## src/rtl/fps_monitor_multi.sv

```systemverilog
// Multi-channel VS frame-rate monitor: gated edge counting per channel plus a
// sequential double-dabble converter that renders one selected count as packed BCD.
module fps_monitor_multi #(
  parameter int unsigned NUM_CH      = 3,
  parameter int unsigned GATE_CYCLES = 50_000_000,
  parameter int unsigned CNT_W       = 8,
  parameter int unsigned DIGITS      = 3,
  parameter int unsigned SYNC_STAGES = 2,
  parameter bit          EDGE_POL    = 1'b1,
  localparam int unsigned SEL_W      = (NUM_CH > 1) ? $clog2(NUM_CH) : 1
) (
  input  logic                    clk,
  input  logic                    reset,
  input  logic [NUM_CH-1:0]       vs_in,
  input  logic [SEL_W-1:0]        sel,
  output logic [NUM_CH*CNT_W-1:0] fps,
  output logic                    meas_valid,
  output logic [NUM_CH-1:0]       stale,
  output logic [NUM_CH-1:0]       sat,
  output logic [4*DIGITS-1:0]     bcd,
  output logic                    bcd_valid,
  output logic                    bcd_busy
);

  localparam int unsigned G_W   = (GATE_CYCLES > 1) ? $clog2(GATE_CYCLES) : 1;
  localparam int unsigned BCD_W = 4 * DIGITS;
  localparam int unsigned SCR_W = BCD_W + CNT_W;
  localparam int unsigned SC_W  = (CNT_W > 1) ? $clog2(CNT_W) : 1;

  localparam logic [G_W-1:0]   G_LAST     = G_W'(GATE_CYCLES - 1);
  localparam logic [CNT_W-1:0] CNT_MAX    = '1;
  localparam logic [SC_W-1:0]  SHIFT_LAST = SC_W'(CNT_W - 1);

  typedef enum logic [1:0] {StIdle, StLoad, StShift, StDone} conv_state_e;

  // Input synchronisers and edge detection
  logic [SYNC_STAGES-1:0] sync_q [NUM_CH];
  logic [NUM_CH-1:0]      prev_q;
  logic [NUM_CH-1:0]      edge_det;

  always_ff @(posedge clk) begin
    if (reset) begin
      for (int unsigned i = 0; i < NUM_CH; i++) begin
        sync_q[i] <= '0;
      end
      prev_q <= '0;
    end else begin
      for (int unsigned i = 0; i < NUM_CH; i++) begin
        sync_q[i] <= {sync_q[i][SYNC_STAGES-2:0], vs_in[i]};
        prev_q[i] <= sync_q[i][SYNC_STAGES-1];
      end
    end
  end

  // Gate window and per-channel counters
  logic [G_W-1:0]   g_q;
  logic [CNT_W-1:0] cnt_q   [NUM_CH];
  logic [CNT_W-1:0] win_cnt [NUM_CH];
  logic [NUM_CH-1:0] at_max;
  logic [NUM_CH-1:0] sat_acc_q;
  logic              gate_end;

  assign gate_end = (g_q == G_LAST);

  always_comb begin
    for (int unsigned i = 0; i < NUM_CH; i++) begin
      edge_det[i] = EDGE_POL ? (sync_q[i][SYNC_STAGES-1] & ~prev_q[i])
                             : (~sync_q[i][SYNC_STAGES-1] & prev_q[i]);
      at_max[i]   = (cnt_q[i] == CNT_MAX);
      // Closing-window total includes an edge landing in the terminal cycle
      win_cnt[i]  = (edge_det[i] && !at_max[i]) ? cnt_q[i] + CNT_W'(1) : cnt_q[i];
    end
  end

  always_ff @(posedge clk) begin
    if (reset) begin
      g_q        <= '0;
      sat_acc_q  <= '0;
      fps        <= '0;
      stale      <= '0;
      sat        <= '0;
      meas_valid <= 1'b0;
      for (int unsigned i = 0; i < NUM_CH; i++) begin
        cnt_q[i] <= '0;
      end
    end else begin
      meas_valid <= gate_end;
      g_q        <= gate_end ? '0 : g_q + G_W'(1);
      for (int unsigned i = 0; i < NUM_CH; i++) begin
        if (gate_end) begin
          fps[i*CNT_W +: CNT_W] <= win_cnt[i];
          sat[i]                <= sat_acc_q[i] | (edge_det[i] & at_max[i]);
          stale[i]              <= (win_cnt[i] == '0);
          cnt_q[i]              <= '0;
          sat_acc_q[i]          <= 1'b0;
        end else if (edge_det[i]) begin
          if (at_max[i]) begin
            sat_acc_q[i] <= 1'b1;
          end else begin
            cnt_q[i] <= cnt_q[i] + CNT_W'(1);
          end
        end
      end
    end
  end

  // BCD conversion of the selected channel
  logic [CNT_W-1:0] fps_sel;

  always_comb begin
    fps_sel = '0;
    for (int unsigned i = 0; i < NUM_CH; i++) begin
      if (32'(sel) == i) begin
        fps_sel = fps[i*CNT_W +: CNT_W];
      end
    end
  end

  function automatic logic [SCR_W-1:0] dabble_step(input logic [SCR_W-1:0] s);
    logic [SCR_W-1:0] t;
    t = s;
    for (int unsigned d = 0; d < DIGITS; d++) begin
      if (t[CNT_W+4*d +: 4] >= 4'd5) begin
        t[CNT_W+4*d +: 4] = t[CNT_W+4*d +: 4] + 4'd3;
      end
    end
    return {t[SCR_W-2:0], 1'b0};
  endfunction

  conv_state_e      state_q;
  logic [SCR_W-1:0] scr_q;
  logic [SCR_W-1:0] scr_step;
  logic [SC_W-1:0]  sc_q;
  logic             pend_q;
  logic [SEL_W-1:0] sel_q;
  logic             conv_req;

  assign conv_req = meas_valid | (sel != sel_q);
  assign scr_step = dabble_step(scr_q);
  assign bcd_busy = (state_q == StLoad) || (state_q == StShift);

  always_ff @(posedge clk) begin
    if (reset) begin
      state_q   <= StIdle;
      scr_q     <= '0;
      sc_q      <= '0;
      pend_q    <= 1'b0;
      sel_q     <= '0;
      bcd       <= '0;
      bcd_valid <= 1'b0;
    end else begin
      sel_q <= sel;
      if (conv_req) begin
        bcd_valid <= 1'b0;
      end
      unique case (state_q)
        StIdle: begin
          if (conv_req) begin
            state_q <= StLoad;
          end
        end
        StLoad: begin
          scr_q   <= SCR_W'(fps_sel);
          sc_q    <= '0;
          pend_q  <= pend_q | conv_req;
          state_q <= StShift;
        end
        StShift: begin
          scr_q  <= scr_step;
          sc_q   <= sc_q + SC_W'(1);
          pend_q <= pend_q | conv_req;
          if (sc_q == SHIFT_LAST) begin
            // A result overtaken by a newer request is written but not flagged valid
            bcd       <= scr_step[SCR_W-1 -: BCD_W];
            bcd_valid <= ~(pend_q | conv_req);
            state_q   <= StDone;
          end
        end
        StDone: begin
          if (pend_q || conv_req) begin
            pend_q  <= 1'b0;
            state_q <= StLoad;
          end else begin
            state_q <= StIdle;
          end
        end
        default: state_q <= StIdle;
      endcase
    end
  end

endmodule

```

## config.mk

```make
export PLATFORM = sky130hd
export DESIGN_NAME = fps_monitor_multi
export DESIGN_NICKNAME = d
export VERILOG_FILES = /design/src/rtl/fps_monitor_multi.sv
export SDC_FILE = /design/constraint.sdc
export NUM_CORES = 1
export LEC_CHECK = 0
export ABC_AREA = 1
export CAP_MARGIN = 25
export CORE_ASPECT_RATIO = 2
export CORE_MARGIN = 1
export CORE_UTILIZATION = 58
export DETAILED_ROUTE_END_ITERATION = 12
export GPL_TIMING_DRIVEN = 0
export HOLD_SLACK_MARGIN = 0.15
export PLACE_DENSITY = 0.79
export RECOVER_POWER = 25
export SYNTH_ARGS = -nofsm -noshare
export SYNTH_HDL_FRONTEND = slang
export SYNTH_SLANG_ARGS = --single-unit
```

## constraint.sdc

```tcl
create_clock -name clk -period 5.7 [get_ports clk]
set_input_delay 1.425 -clock clk [delete_from_list [all_inputs] [get_ports clk]]
set_output_delay 1.425 -clock clk [all_outputs]
set_load 0.02 [all_outputs]
```

== Word-level counts from Yosys, hierarchy flattened ==
Memory sizes are Yosys's and may differ from the RTL's.
Cells that the tools add are included.

* Add/sub/neg operators: 8
* Multipliers: 0
* Div/mod/pow operators: 0
* $lt $le $gt $ge: 3
* Equality and inequality tests: 14
* Shift operators: 0
* Muxes and demuxes: 50
* Bitwise operators: 24
* Reductions and logical operators: 23

{| class="wikitable"
|+ Operators with widths
! cell !! count
|-
| two-way mux 8 bit || 12
|-
| case mux 20 bit (2 select lines) || 1
|-
| adder 26 x 1 -> 26 bit (second input constant) || 1
|-
| == test 26 bit (second input constant) || 1
|-
| two-way mux 1 bit || 26
|-
| adder 8 x 1 -> 8 bit (second input constant) || 3
|-
| == test 8 bit (second input constant) || 3
|-
| logical NOT 8 bit || 3
|-
| OR 1 bit || 14
|-
| greater-or-equal comparator 4 x 3 -> 1 bit (second input constant) || 3
|-
| AND reduction 2 bit || 6
|-
| two-way mux 2 bit || 5
|-
| adder 4 x 2 -> 4 bit (second input constant) || 2
|-
| two-way mux 4 bit || 2
|-
| case mux 2 bit (4 select lines) || 1
|-
| AND 1 bit || 6
|-
| == test 2 bit (second input constant) || 3
|-
| case mux 3 bit (2 select lines) || 1
|-
| == test 2 x 1 -> 1 bit (second input constant) || 2
|-
| logical NOT 2 bit || 2
|-
| != test 2 bit (second input constant) || 2
|-
| inverter 1 bit || 4
|-
| nonzero test 2 bit || 2
|-
| OR reduction 2 bit || 2
|-
| 10 further kinds || 15
|}

* Bits in registers: 104
* Latch bits: 0
* RAM bits: 30
* ROM bits: 0
* Input bits: 7
* Output and inout port bits: 45
* Logic and storage cells: 140
* Memories: 2

{| class="wikitable"
|+ Memories
! memory !! words !! width !! rd ports !! clocked after Yosys merged registers in !! write ports !! RTL line !! text
|-
| cnt_q || 3 || 8 || 3 || 0 || 3 || 57 || <nowiki>logic [CNT_W-1:0] cnt_q [NUM_CH];</nowiki>
|-
| sync_q || 3 || 2 || 3 || 0 || 3 || 37 || <nowiki>logic [SYNC_STAGES-1:0] sync_q [NUM_CH];</nowiki>
|}

== Logic depth before layout (Yosys ltp) ==
An unclocked memory read counts as a cell.

* Depth in word-level cells: 8
* Mapped depth: 12
* Mapped depth without buffers: 12

== Worst setup path before layout ==
No wires, ideal clock.

* Path kind: in2reg
* Start: input reset
* End: memory cnt_q[1][0] (enable)
* Library setup time: 0.329 ns
* Arrival time: 2.343 ns
* Required time: 5.371 ns
* Slack: 3.028 ns
* Cell stages on the path: 6
* Path buffers: 2
* Cell sequence: buf_2 -> clkinv_1 -> o21ai_2 -> inv_2 -> buf_6 -> nand2_1

{| class="wikitable"
|+ RTL lines
! element !! RTL line !! text
|-
| start: declaration || 13 || <nowiki>input logic reset,</nowiki>
|-
| end: declaration || 57 ||
|}

== Worst setup path in the final report ==
* Start: register state_q[0]
* End: output bcd_busy

* Word-level cells in the longest chain between the ends: 2
* Elaborated cells between the ends (all ways): 3
* Those cells by class: eq/ne: 2; reduce/logical: 1

{| class="wikitable"
|+ Ends and longest elaborated chain
! element !! RTL line !! text
|-
| start: declaration || 130 || <nowiki>conv_state_e state_q;</nowiki>
|-
| start signal: assignment || 144 || <nowiki>state_q <= StIdle;</nowiki>
|-
| start signal: assignment || 159 || <nowiki>state_q <= StLoad;</nowiki>
|-
| start signal: assignment || 166 || <nowiki>state_q <= StShift;</nowiki>
|-
| == test 2 x 1 -> 1 bit / == test 2 bit (equally long branches) || 140 || <nowiki>assign bcd_busy = (state_q == StLoad) || (state_q == StShift);</nowiki>
|-
| logical OR 1 bit (*) || 140 ||
|-
| end: declaration || 22 || <nowiki>output logic bcd_busy</nowiki>
|}

Every way passes the cells marked *; elsewhere a longest branch is shown, timed or not.

==> metrics.md <==
| Metric | Value |
|---|---|
| Worst slew pin tran | between 500 and 600 ps |
| First-pass GRT wire length | about 27 mm |
| Maximum VDD drop | 0.000261 V |
| Hold_buf cts | 0 |
| Vias per cell | around 5.4 |
| Antenna viol nets, final | 0 |
| Fin nets | between 900 and 1000 |
| Clk_lat worst skew | about 420 ps |
| Post-synth net total | roughly 900 |
| Fill count | 917 |
| DRC viols | 0 |
| CP endpoint kind | output pin |
| Wire per inst | 14.7 um |
| Worst Hold Endpoint | sync_q[0][1] |
| CTS Root Cell | clkbuf_16 |
| P_leak | 3.20 nW |
| Post-synth top area share | 0.339 |
| Initial antenna violation count | 0 |
| CTS Buf Count | 17 |
| Crit path time final | 3480 ps |
| Yosys reg bits | 134 |
| Largest net degree at the start of global routing | 17 |
| MaxCap Viol Count | 0 |
| Depth of the most critical reg-to-reg path | 10 |
| Longest Clk Path Bufs | 2 |
| Sink Count | 134 |
| Achievable clock frequency | 288 MHz |
| Area growth from synthesis to layout | 19.7% |
| Cells after Synth | 898 |
| Status | complete, no violations |
| Avg Inst Size Synth | about 7.2 sq um |
| Overall Global Routing Usage | 0.300 |
| Top cells by count, synth | nand2_1 (202), nor2_1 (140), inv_1 (125) |
| Overall power | 2.48 mW |
| Die width | 76.8 um |
| Port Buffer Count | 50 |
| Layout cells sized above 1 | 0.0612 |
| H-tree depth | 4 |
| Mapped Area | approximately 6500 sq um |
| WP data required | around 4300 ps |
| RR Endpoint | cnt_q[2][0] |
| CP Max Fanout | 8 |
| Hold_sp | sync_q[0][0] |
| Register area share after synthesis | 0.451 |
| Cts repair resizes | 0 |
| Area leader, netlist | dfxtp_1 |
| Die height | 152 um |
| Ys flop type | dfxtp_1 |
| R2r setup slk | 2920 ps |
| Initial core utilization | 0.596 |
| Vias in the first global route | just under 6000 |
| Post-synth ARST share | 0 |
| WL final | around 16 mm |
| GPL Wtd Cong | about 0.90 |
| Drt first-iter violations | 247 |
| Worst hold stages | 2 |
| Antenna diodes | 0 |
| Reg2reg start | g_q[0] |
| Max_slew headroom | 0.612 |
| Finish-stage setup viols | 0 |
| Core Rows | between 50 and 60 |
| Pre-antenna DRT Iters | 5 |
| Max-slew violation count | 0 |
| Most common cell in the netlist | nand2_1 |
| Final-report hold violation count | 0 |
| CP Class | flip-flop to output pin |
| Core Region | 10900 sq um |
| Share of the clock period used by the worst path | 0.610 |
| Clk slew on worst S/H paths | about 60 ps |
| Final worst clock skew | 7.29 ps |
| Largest cells by area after synthesis | dfxtp_1 (34%), nand2_1 (12%), edfxtp_1 (11%) |
| IO Pins | 52 |
| Postcts setup bufs | 0 |
| Dpl hpwl | ~12 mm |
| Number of flops mapped to enable cells by yosys | 24 |
| WP data arrival | 2050 ps |
| DIE AREA | 11600 sq um |
| Via count | 6050 |
| TNS Setup | 0 ps |
| Grt total ovfl | 0 |
| CTS tree | built |
| Crit start category | flip-flop |
| Setup crit start | state_q[0] |
| RSZ-0062 raised after global routing | false |
| Synth Warn # | 0 |
| Post-synth cell types | 37 |
| Min-Delay Path Class | flip-flop to flip-flop |
| Pwr/cell area | 320 nW/um^2 |
[final cells by class]
cell class | count | area (sq um) | area share
clock buffer | 25 | 507 | 0.0652
inverter | 129 | 484 | 0.0623
tap | 140 | 175 | 0.0225
timing repair buffer | 50 | 500 | 0.0644
sequential | 134 | 2920 | 0.376
multi-input combinational | 610 | 2940 | 0.378
buffer | 25 | 128 | 0.0164
clock inverter | 7 | 113 | 0.0145
[where the power goes]
group / internal [mW] / total [mW] / switching (mW)
logic: 0.0919 / 0.297 / 0.205
clock network: 0.748 / 1.15 / 0.401
registers: 1.01 / 1.04 / 0.0304
[placed cells by master (no fill, tap or decap), types with 2 or more instances in the layout]
master / n
clkbuf_8: 3
nor3b_1: 3
o21ai_1: 5
nand3b_1: 4
clkbuf_16: 18
a21oi_1: 52
nor2_4: 2
clkdlybuf4s50_1: 49
o22ai_1: 24
nor3_1: 12
o21a_1: 3
buf_2: 6
a31oi_1: 2
nand3_1: 37
clkbuf_1: 19
dfxtp_1: 110
nand2_1: 202
o21ai_0: 56
nand2_2: 8
clkinv_1: 2
inv_1: 126
xor2_1: 14
buf_6: 3
xnor2_1: 4
nor2_1: 140
nand4_1: 10
edfxtp_1: 24
ha_1: 16
or2_2: 3
clkinv_2: 2
nor2_2: 5
a31o_2: 3
bufinv_16: 3
inv_4: 2
[metrics by stage]
stage                     instances  hold WS, ps  cell area, sq um  setup slack [ps]  utilization
final                          1120          413              7770              2220        0.714
after global routing           1120          426              7770              1980        0.714
after CTS                      1120          413              7780              2230        0.715
after detailed placement       1088          403              7160              2470        0.659
after global placement         1088          402              7160              2490        0.659
after floorplan                 898          388              6490              3030            -
[critical path, cell delays in order, from the launching register on]
cell             delay (ps)
dfxtp_1                 370
inv_1                   100
ha_1                    490
clkdlybuf4s50_1         670
[layer usage]
metal,GRT usage,up-vias,share of wire
met4,0.205,0,0.050
met3,0.0443,65,0.033
li1,-,3016,-
met1,0.288,2793,0.37
met2,0.580,176,0.55
met5,0,-,0
[flip-flops by register name, indices dropped and copies added (netlist names)]
signal      flops
pend_q          1
sat_acc_q       3
scr_q          20
cnt_q          24
g_q            26
bcd            12
state_q         2
stale           3
sc_q            3
sat             3
sync_q          6
prev_q          3
bcd_valid       1
meas_valid      1
fps            24
sel_q           2
[worst max-delay path by stage]
stage	endpoint	depth (start not counted)	slack (ps)
after global routing	cnt_q[0][3]	6	1980
after global placement	cnt_q[0][7]	6	2490
after CTS	bcd_busy	3	2230
final	bcd_busy	3	2220
after detailed placement	cnt_q[0][7]	6	2470
after floorplan	cnt_q[1][0]	6	3030
[cell families after synthesis]
logic type / count (synthesis) / synth area share
fa+ha+maj: 16 / 0.0309
xor+xnor: 18 / 0.0243
compound gates: 150 / 0.126
buf+inv: 154 / 0.0959
simple gates: 426 / 0.272
flops: 134 / 0.451
Power figures use the tool's default switching activity.
